## src/rtl/eth_rx_deframer.sv

```systemverilog
// eth_rx_deframer: byte-wide Ethernet receive deframer.
// It hunts the GMII-style byte stream for preamble + SFD and strips both.
// Frame bytes pass through a short delay buffer, and the FCS is checked
// with a running CRC32 register.
// Optional feature macro: ETH_RX_FCS_STRIP_EN.
//   Defined:   5-byte buffer, so the 4 FCS bytes are withheld.
//   Undefined: 1-byte buffer, so every byte including the FCS is emitted.
module eth_rx_deframer #(
  parameter int PREAMBLE_MIN = 7,
  parameter int MIN_FRAME    = 64,
  parameter int MAX_FRAME    = 1518
) (
  input  logic       clk,
  input  logic       rst,
  input  logic       rx_dv,
  input  logic       rx_er,
  input  logic [7:0] rx_data,
  output logic       m_valid,
  output logic [7:0] m_data,
  output logic       m_sof,
  output logic       m_eof,
  output logic       m_crc_ok,
  output logic       m_err
);

`ifdef ETH_RX_FCS_STRIP_EN
  localparam int D = 5;
`else
  localparam int D = 1;
`endif

  localparam logic [31:0] CRC_POLY    = 32'hEDB88320;
  localparam logic [31:0] CRC_RESIDUE = 32'hDEBB20E3;
  localparam logic [3:0]  PRE_MIN     = 4'(PREAMBLE_MIN);
  localparam logic [10:0] LEN_MIN     = 11'(MIN_FRAME);
  localparam logic [10:0] LEN_MAX     = 11'(MAX_FRAME);
  localparam logic [2:0]  BUF_FULL    = 3'(D);

  typedef enum logic [1:0] {S_IDLE, S_PRE, S_DATA, S_DROP} state_t;

  state_t              r_state;
  state_t              w_stateNext;
  logic [3:0]          r_preCnt;
  logic [31:0]         r_crc;
  logic [10:0]         r_len;
  logic [D-1:0][7:0]   r_buf;
  logic [2:0]          r_bufCnt;
  logic                r_sticky;
  logic                r_sofPend;
  logic                w_sfdOk;
  logic [31:0]         w_crcNext;

  // Reflected CRC32 update for one byte, LSB first, with no output inversion.
  function automatic logic [31:0] crcNext(input logic [31:0] crc, input logic [7:0] data);
    logic [31:0] c;
    c = crc ^ {24'd0, data};
    for (int i = 0; i < 8; i++) begin
      c = c[0] ? ((c >> 1) ^ CRC_POLY) : (c >> 1);
    end
    return c;
  endfunction

  assign w_crcNext = crcNext(r_crc, rx_data);
  assign w_sfdOk   = (r_state == S_PRE) && rx_dv && !rx_er &&
                     (rx_data == 8'hD5) && (r_preCnt >= PRE_MIN);

  // State register.
  always_ff @(posedge clk or posedge rst) begin
    if (rst) begin
      r_state <= S_IDLE;
    end else begin
      r_state <= w_stateNext;
    end
  end

  // Next-state decode. A receive error during preamble abandons the frame.
  always_comb begin
    w_stateNext = r_state;
    case (r_state)
      S_IDLE: begin
        if (rx_dv) w_stateNext = (rx_data == 8'h55) ? S_PRE : S_DROP;
      end
      S_PRE: begin
        if (!rx_dv)                  w_stateNext = S_IDLE;
        else if (rx_er)              w_stateNext = S_DROP;
        else if (rx_data == 8'h55)   w_stateNext = S_PRE;
        else if (w_sfdOk)            w_stateNext = S_DATA;
        else                         w_stateNext = S_DROP;
      end
      S_DATA: begin
        if (!rx_dv) w_stateNext = S_IDLE;
      end
      S_DROP: begin
        if (!rx_dv) w_stateNext = S_IDLE;
      end
      default: w_stateNext = S_IDLE;
    endcase
  end

  // Preamble counting, CRC/length tracking, delay buffer and registered beats.
  always_ff @(posedge clk or posedge rst) begin
    if (rst) begin
      r_preCnt  <= '0;
      r_crc     <= '1;
      r_len     <= '0;
      r_buf     <= '0;
      r_bufCnt  <= '0;
      r_sticky  <= 1'b0;
      r_sofPend <= 1'b0;
      m_valid   <= 1'b0;
      m_data    <= 8'h00;
      m_sof     <= 1'b0;
      m_eof     <= 1'b0;
      m_crc_ok  <= 1'b0;
      m_err     <= 1'b0;
    end else begin
      m_valid  <= 1'b0;
      m_data   <= 8'h00;
      m_sof    <= 1'b0;
      m_eof    <= 1'b0;
      m_crc_ok <= 1'b0;
      m_err    <= 1'b0;
      case (r_state)
        S_IDLE: begin
          r_preCnt <= 4'd1;
        end
        S_PRE: begin
          if (rx_dv && (rx_data == 8'h55) && (r_preCnt != 4'd15)) begin
            r_preCnt <= r_preCnt + 4'd1;
          end
          if (w_sfdOk) begin
            r_crc     <= '1;
            r_len     <= '0;
            r_bufCnt  <= '0;
            r_sticky  <= 1'b0;
            r_sofPend <= 1'b1;
          end
        end
        S_DATA: begin
          if (rx_dv) begin
            if (rx_er) r_sticky <= 1'b1;
            if (r_len < LEN_MAX) begin
              r_crc <= w_crcNext;
              r_len <= r_len + 11'd1;
              if (r_bufCnt == BUF_FULL) begin
                m_valid   <= 1'b1;
                m_data    <= r_buf[0];
                m_sof     <= r_sofPend;
                r_sofPend <= 1'b0;
                for (int i = 0; i < D - 1; i++) begin
                  r_buf[i] <= r_buf[i+1];
                end
                r_buf[D-1] <= rx_data;
              end else begin
                for (int i = 0; i < D; i++) begin
                  if (r_bufCnt == 3'(i)) r_buf[i] <= rx_data;
                end
                r_bufCnt <= r_bufCnt + 3'd1;
              end
            end else begin
              r_sticky <= 1'b1;
            end
          end else begin
            m_valid  <= 1'b1;
            m_eof    <= 1'b1;
            m_crc_ok <= (r_crc == CRC_RESIDUE);
            if (r_bufCnt == BUF_FULL) begin
              m_data <= r_buf[0];
              m_sof  <= r_sofPend;
              m_err  <= r_sticky || (r_len < LEN_MIN);
            end else begin
              m_data <= 8'h00;
              m_sof  <= 1'b1;
              m_err  <= 1'b1;
            end
            r_bufCnt  <= '0;
            r_sofPend <= 1'b0;
          end
        end
        default: begin
        end
      endcase
    end
  end

endmodule

```

## config.mk

```make
export PLATFORM = sky130hd
export DESIGN_NAME = eth_rx_deframer
export DESIGN_NICKNAME = d
export VERILOG_FILES = /design/src/rtl/eth_rx_deframer.sv
export SDC_FILE = /design/constraint.sdc
export NUM_CORES = 1
export LEC_CHECK = 0
export CAP_MARGIN = 25
export CORE_ASPECT_RATIO = 1.1
export CORE_UTILIZATION = 55
export DETAILED_ROUTE_END_ITERATION = 10
export GPL_TIMING_DRIVEN = 0
export PLACE_DENSITY = 0.75
export SYNTH_ARGS = -nofsm -noshare
export SYNTH_HDL_FRONTEND = slang
export SYNTH_SLANG_ARGS = --single-unit
```

## constraint.sdc

```tcl
create_clock -name clk -period 2.42 [get_ports clk]
set_input_delay 0.363 -clock clk [delete_from_list [all_inputs] [get_ports clk]]
set_output_delay 0.363 -clock clk [all_outputs]
set_load 0.05 [all_outputs]
```

# ---- Word-level counts from Yosys, hierarchy flattened
# Index checks and enable logic that the tools add are counted.
dict set report totals {
  regBits 75
  latch_bits 0
  ram_bits 0
  mem_bits_ro 0
  inputBits 12
  out_inout_bits 13
  elab_cells 131
  memories 0
}
dict set report op_classes {
  addsub 3
  n_mul 0
  n_div 0
  magnitude_cmp 3
  eq_ne 18
  shift 0
  mux 63
  bitwise 9
  reduce_logical 21
}
# op n
set op_table {}
lappend op_table {{two-way mux 32 bit} 11}
lappend op_table {{NOT 13 -> 14 bit} 8}
lappend op_table {{one-hot mux 32 bit (2 select lines)} 1}
lappend op_table {{two-way mux 8 bit} 6}
lappend op_table {{two-way mux 11 bit} 3}
lappend op_table {{equality test 32 bit (second input constant)} 1}
lappend op_table {{XOR 32 x 8 -> 32 bit} 1}
lappend op_table {{two-way mux 1 bit} 25}
lappend op_table {{one-hot mux 11 bit (2 select lines)} 1}
lappend op_table {{AND reduction 4 bit} 5}
lappend op_table {{two-way mux 2 bit} 6}
lappend op_table {{two-way mux 3 bit} 4}
lappend op_table {{!= test 3 bit (second input constant)} 4}
lappend op_table {{adder 11 x 1 -> 11 bit (second input constant)} 1}
lappend op_table {{less-than comparator 11 bit (second input constant)} 1}
lappend op_table {{less-than comparator 11 x 7 -> 1 bit (second input constant)} 1}
lappend op_table {{!= test 2 bit (second input constant)} 5}
lappend op_table {{equality test 8 x 7 -> 1 bit (second input constant)} 1}
lappend op_table {{equality test 8 bit (second input constant)} 1}
lappend op_table {{one-hot mux 4 bit (2 select lines)} 1}
lappend op_table {{logical AND 1 bit} 6}
lappend op_table {{one-hot mux 2 bit (3 select lines)} 1}
lappend op_table {{one-hot mux 3 bit (2 select lines)} 1}
lappend op_table {{nonzero test 2 bit} 3}
lappend op_table {{16 further kinds} 19}

# ---- Depth between registers and ports, before layout
dict set report logic_depth {
  ltp_word 20
  ltp_mapped 7
  mapped_depth_nobuf 6
}

# ---- Worst setup path before layout
# OpenSTA, ideal clock, no wires.
dict set report synth_path {
  path_type {flip-flop to flip-flop}
  startpoint {register r_len[6]}
  endpoint {register r_buf[0] in the netlist's numbering}
  setup_ns 0.125
  arrival_time_ns 1.750
  t_required_ns 2.295
  setup_slack_ns 0.545
  stages_incl_launch_ff 7
  synth_period_minus_slack_ns 1.875
  cell_sequence {dfrtp_1 nand4_1 o21ba_2 o21ai_1 or3_1 buf_2 mux2_2}
}
dict set report synth_between {
  elab_chain_len 2
}
# element line_no
set synth_lines {}
lappend synth_lines {{start: declaration} 45} ;# logic [10:0] r_len;
lappend synth_lines {{start signal: assignment} 144} ;# r_len <= r_len + 11'd1;
lappend synth_lines {{less-than comparator 11 bit} 142} ;# if (r_len < LEN_MAX) begin
lappend synth_lines {{AND reduction 4 bit (no source line)} --}
lappend synth_lines {{end signal: indexed assignment} 151} ;# r_buf[i] <= r_buf[i+1];
lappend synth_lines {{end signal: indexed assignment} 153} ;# r_buf[D-1] <= rx_data;
lappend synth_lines {{end signal: indexed assignment} 156} ;# if (r_bufCnt == 3'(i)) r_buf[i] <= rx_data;
lappend synth_lines {{end: declaration} 46} ;# logic [D-1:0][7:0] r_buf;
# No other way between the ends.
# A chain may end at the register's enable or synchronous reset.

# ---- Final worst setup path
dict set report layout_path {
  startpoint {register r_len[6]}
  endpoint {register r_buf[5] in the netlist's numbering}
}
# Same word-level chain as after synthesis.

==> metrics.csv <==
stage,metric,value,unit
cts,"Clk Latency, worst-skew pair",0.36,ns
detailed_routing,final WL,8460,um
floorplan,Initial Util,56.6,%
floorplan,die width,83.0,um
synthesis,synth top area cells,"dfrtp_1 (27%), dfstp_2 (21%), xnor2_1 (9.7%)",
timing,"Slew Viols, Final",0,
global_route,initial antenna violation count,0,
detailed_routing,routed wl met3,256,um
synthesis,synth warn,0,
synthesis,syn_nets,383,
placed_design,cell total after placement,475,
cts,"CTS clk-pin slew, worst paths",0.08,ns
global_route,first-pass GRT wire length,14400,um
synthesis,Post-Synthesis Cell Area,3970,um^2
synthesis,ys async rst share,100,%
timing,Rel. slew slack,30.0,%
layout,footprint of the multi-input gates,1980,um^2
detailed_routing,DR iter-0 viols,223,
cts,hold buffer count at cts,0,
min_path,worst hold path startpoint,rx_dv,
placed_design,Area after DPL,4310,um^2
placed_design,port bufs,23,
setup_path,Critical R2R Launch,r_len[6],
setup_path,WP buf/inv,1,
floorplan,core area,7010,um^2
timing,Worst Tran Pin Value,1.04,ns
synthesis,Mapped Cells,367,
power_and_ir_drop,Sw Ratio,39.7,%
synthesis,Avg Inst Size Synth,10.8,um^2
setup_path,kind of critical path,reg -> reg,
min_path,HP Class,in -> reg,
layout,number of diodes,0,
cts,Sinks on Clock Net,75,
timing,minimum clock period,2.27,ns
synthesis,number of flops mapped to enable cells by yosys,0,
detailed_routing,routed length on met1,3860,um
power_and_ir_drop,combinational power share,50.4,%
power_and_ir_drop,Pleak,1.80,nW
layout,area grow syn2layout,13.9,%
setup_path,Setup crit end kind,register,
synthesis,Yosys top cell area share,27.1,%
power_and_ir_drop,Reg power frac,34.7,%
cts,H-tree depth,3,
global_route,vias in the first global route,2855,
power_and_ir_drop,internal power,0.00400,W
setup_path,worst-path fanout max,8,
cts,Num CTS Buffers,9,
layout,fillers,565,
setup_path,WP data arrival,2.52,ns
timing,Final Hold Fails,0,
floorplan,die height,91.1,um
floorplan,row cnt,32,
synthesis,most common flop cell mapped by yosys,dfrtp_1,
timing,RSZ-0062 raised after global routing,no,
timing,Fmax,440,MHz
cts,post-CTS setup repair buffer count,0,
cts,# resized after CTS,0,
detailed_routing,via count,2879,
global_route,final global-route overflow total,0,
setup_path,"Slowest-stage cell, CP",o21ai_1,
setup_path,Top Family by Delay on Critical Path,compound AO/OA/AOI/OAI gates,
layout,"commonest non-fill, non-tap cell in the layout",xnor2_1,
detailed_routing,WL per Instance,17.2,um
timing,final cycle utilization of the critical path,93.8,%
setup_path,critical path required time,2.67,ns
layout,nets,417,
floorplan,Ports,25,
power_and_ir_drop,switching power total,0.00263,W
setup_path,Worst Setup Start Kind,register,
layout,Finished Layout Cells,491,
cts,TritonCTS clock tree,yes,
status,status,"complete, no violations",
detailed_routing,# DRC,0,
power_and_ir_drop,Worst VDD drop,0.000865,V
timing,final setup vio count,0,
synthesis,"Seq/Total Area, Yosys",48.3,%
layout,FF+latch area,1920,um^2
detailed_routing,DR WL met2,4120,um
synthesis,Seq cells post-synth,75,
synthesis,synth unique cells,50,
cts,clk root buf,clkbuf_8,
power_and_ir_drop,pwr/cell area,1470,nW/um^2
setup_path,crit path launch,r_len[6],
power_and_ir_drop,clock power share,14.8,%
layout,layout cells sized above 1,19.5,%
detailed_routing,router iterations before antenna repair,4,
layout,Final Cell Area,4520,um^2
setup_path,Max stage delay on crit path,0.45,ns
setup_path,CP cell instances,"nand4_1, o21ba_2, o21ai_1, or3_1, buf_2, mux2_2",
detailed_routing,Vias/cell,5.86,
floorplan,die area,7560,um^2
detailed_routing,top layer in use,met4,
cts,deepest clock path buffer count,2,
placed_design,Final HPWL DP,5960,um
detailed_routing,antenna-violating nets left,0,
global_route,Tot GR Track Use,24.6,%
synthesis,largest area contributor in the netlist,dfrtp_1,
placed_design,gpl congestion,0.866,
layout,most frequent cells in the layout,"xnor2_1 (44), dfrtp_1 (43), a21oi_1 (37), dfstp_2 (32), nor3_1 (31)",
layout,fin util,64.5,%
global_route,largest net degree at the start of global routing,76,
timing,clock skew,0.0105,ns
timing,hold_ws,0.308,ns
job,MaxCap Viol Count,0,
final cells by class:
type                            instances  share of cell area [%]
Clock inverter                          6                    1.61
Timing Repair Buffer                   23                    5.09
Sequential cell                        75                    42.4
Buffer                                 15                    1.41
Clock buffer                           10                    2.82
Tap cell                               85                    2.35
Inverter                                6                   0.554
Multi-Input combinational cell        271                    43.8
cell usage after synthesis, drive strengths merged (2+ instances only):
| cell | number |
|---|---|
| ha | 4 |
| clkbuf | 11 |
| nor2 | 12 |
| dfstp | 32 |
| a211oi | 2 |
| nand3 | 12 |
| mux2i | 4 |
| and2 | 9 |
| o21ai | 14 |
| nor4b | 2 |
| dfrtp | 43 |
| xnor2 | 53 |
| o21a | 2 |
| nand2 | 14 |
| mux2 | 8 |
| inv | 6 |
| and4bb | 2 |
| a31oi | 4 |
| nor2b | 2 |
| o211ai | 2 |
| or4 | 3 |
| nand2b | 3 |
| nor3 | 31 |
| nor4 | 3 |
| buf | 4 |
| a21oi | 38 |
| o31ai | 3 |
| nand4 | 7 |
| or3 | 3 |
| xor2 | 19 |
per-layer routing:
layer  GRT usage (%)  up-vias
met5               0        -
met4            12.4        0
met3            3.73       15
met2            38.9       67
met1            32.9     1429
li1                -     1368
cells by family (layout without fill, tap and decap cells):
family                   after synthesis  count (layout)  share of synthesized area (%)
XOR/XNOR                              73              73                           19.1
AND/OR/NAND/NOR                      109             109                           15.2
adder cells (fa/ha/maj)                4               4                           1.26
AO/OA/AOI/OAI                         73              73                           10.7
flip-flops                            75              75                           48.3
multiplexers                          12              12                           3.28
buffers and inverters                 21              60                           2.14
power groups by stage:
stage          combinational (W)  clock (W)  sequential, W
2_1_floorplan            0.00271          0        0.00225
3_3_place_gp             0.00327          0        0.00229
3_5_place_dp             0.00332          0        0.00231
4_1_cts                  0.00335    0.00100        0.00229
5_1_grt                  0.00370    0.00106        0.00236
6_report                 0.00334   0.000984        0.00230
registers in the layout, indices dropped and copies added, names as in the netlist:
name / count
r_sticky: 1
r_state: 2
m_sof: 1
r_crc: 32
r_bufCnt: 3
m_crc_ok: 1
r_buf: 8
m_err: 1
m_eof: 1
m_valid: 1
m_data: 8
r_preCnt: 4
r_sofPend: 1
r_len: 11
metrics by stage:
step	setup TNS, ns	setup WS [ns]	total power (W)
after global placement	-59.67	-1.01	0.00556
after floorplan	0	0.200	0.00497
after global routing	0	0.00874	0.00711
final	0	0.149	0.00663
after CTS	0	0.0542	0.00665
after detailed placement	-7.58	-0.257	0.00563
worst paths after layout:
| kind | to | cells past startpoint | slack [ns] |
|---|---|---|---|
| max | r_buf[5] | 6 | 0.15 |
| min | m_sof | 2 | 0.31 |
| max reg2reg | r_buf[5] | 6 | 0.15 |
| min reg2reg | m_data[7] | 1 | 0.48 |
| max in group asynchronous | m_crc_ok | 2 | 1.26 |
| min in group asynchronous | m_data[4] | 2 | 0.54 |
worst reg2reg max path, delay by kind of cell, from the launching register on:
family	cells	cell delay [ns]
compound gates	2	0.73
buf+inv	1	0.23
mux	1	0.36
simple gates	2	0.43
flops	1	0.43
(Power assumes the default switching activity.)
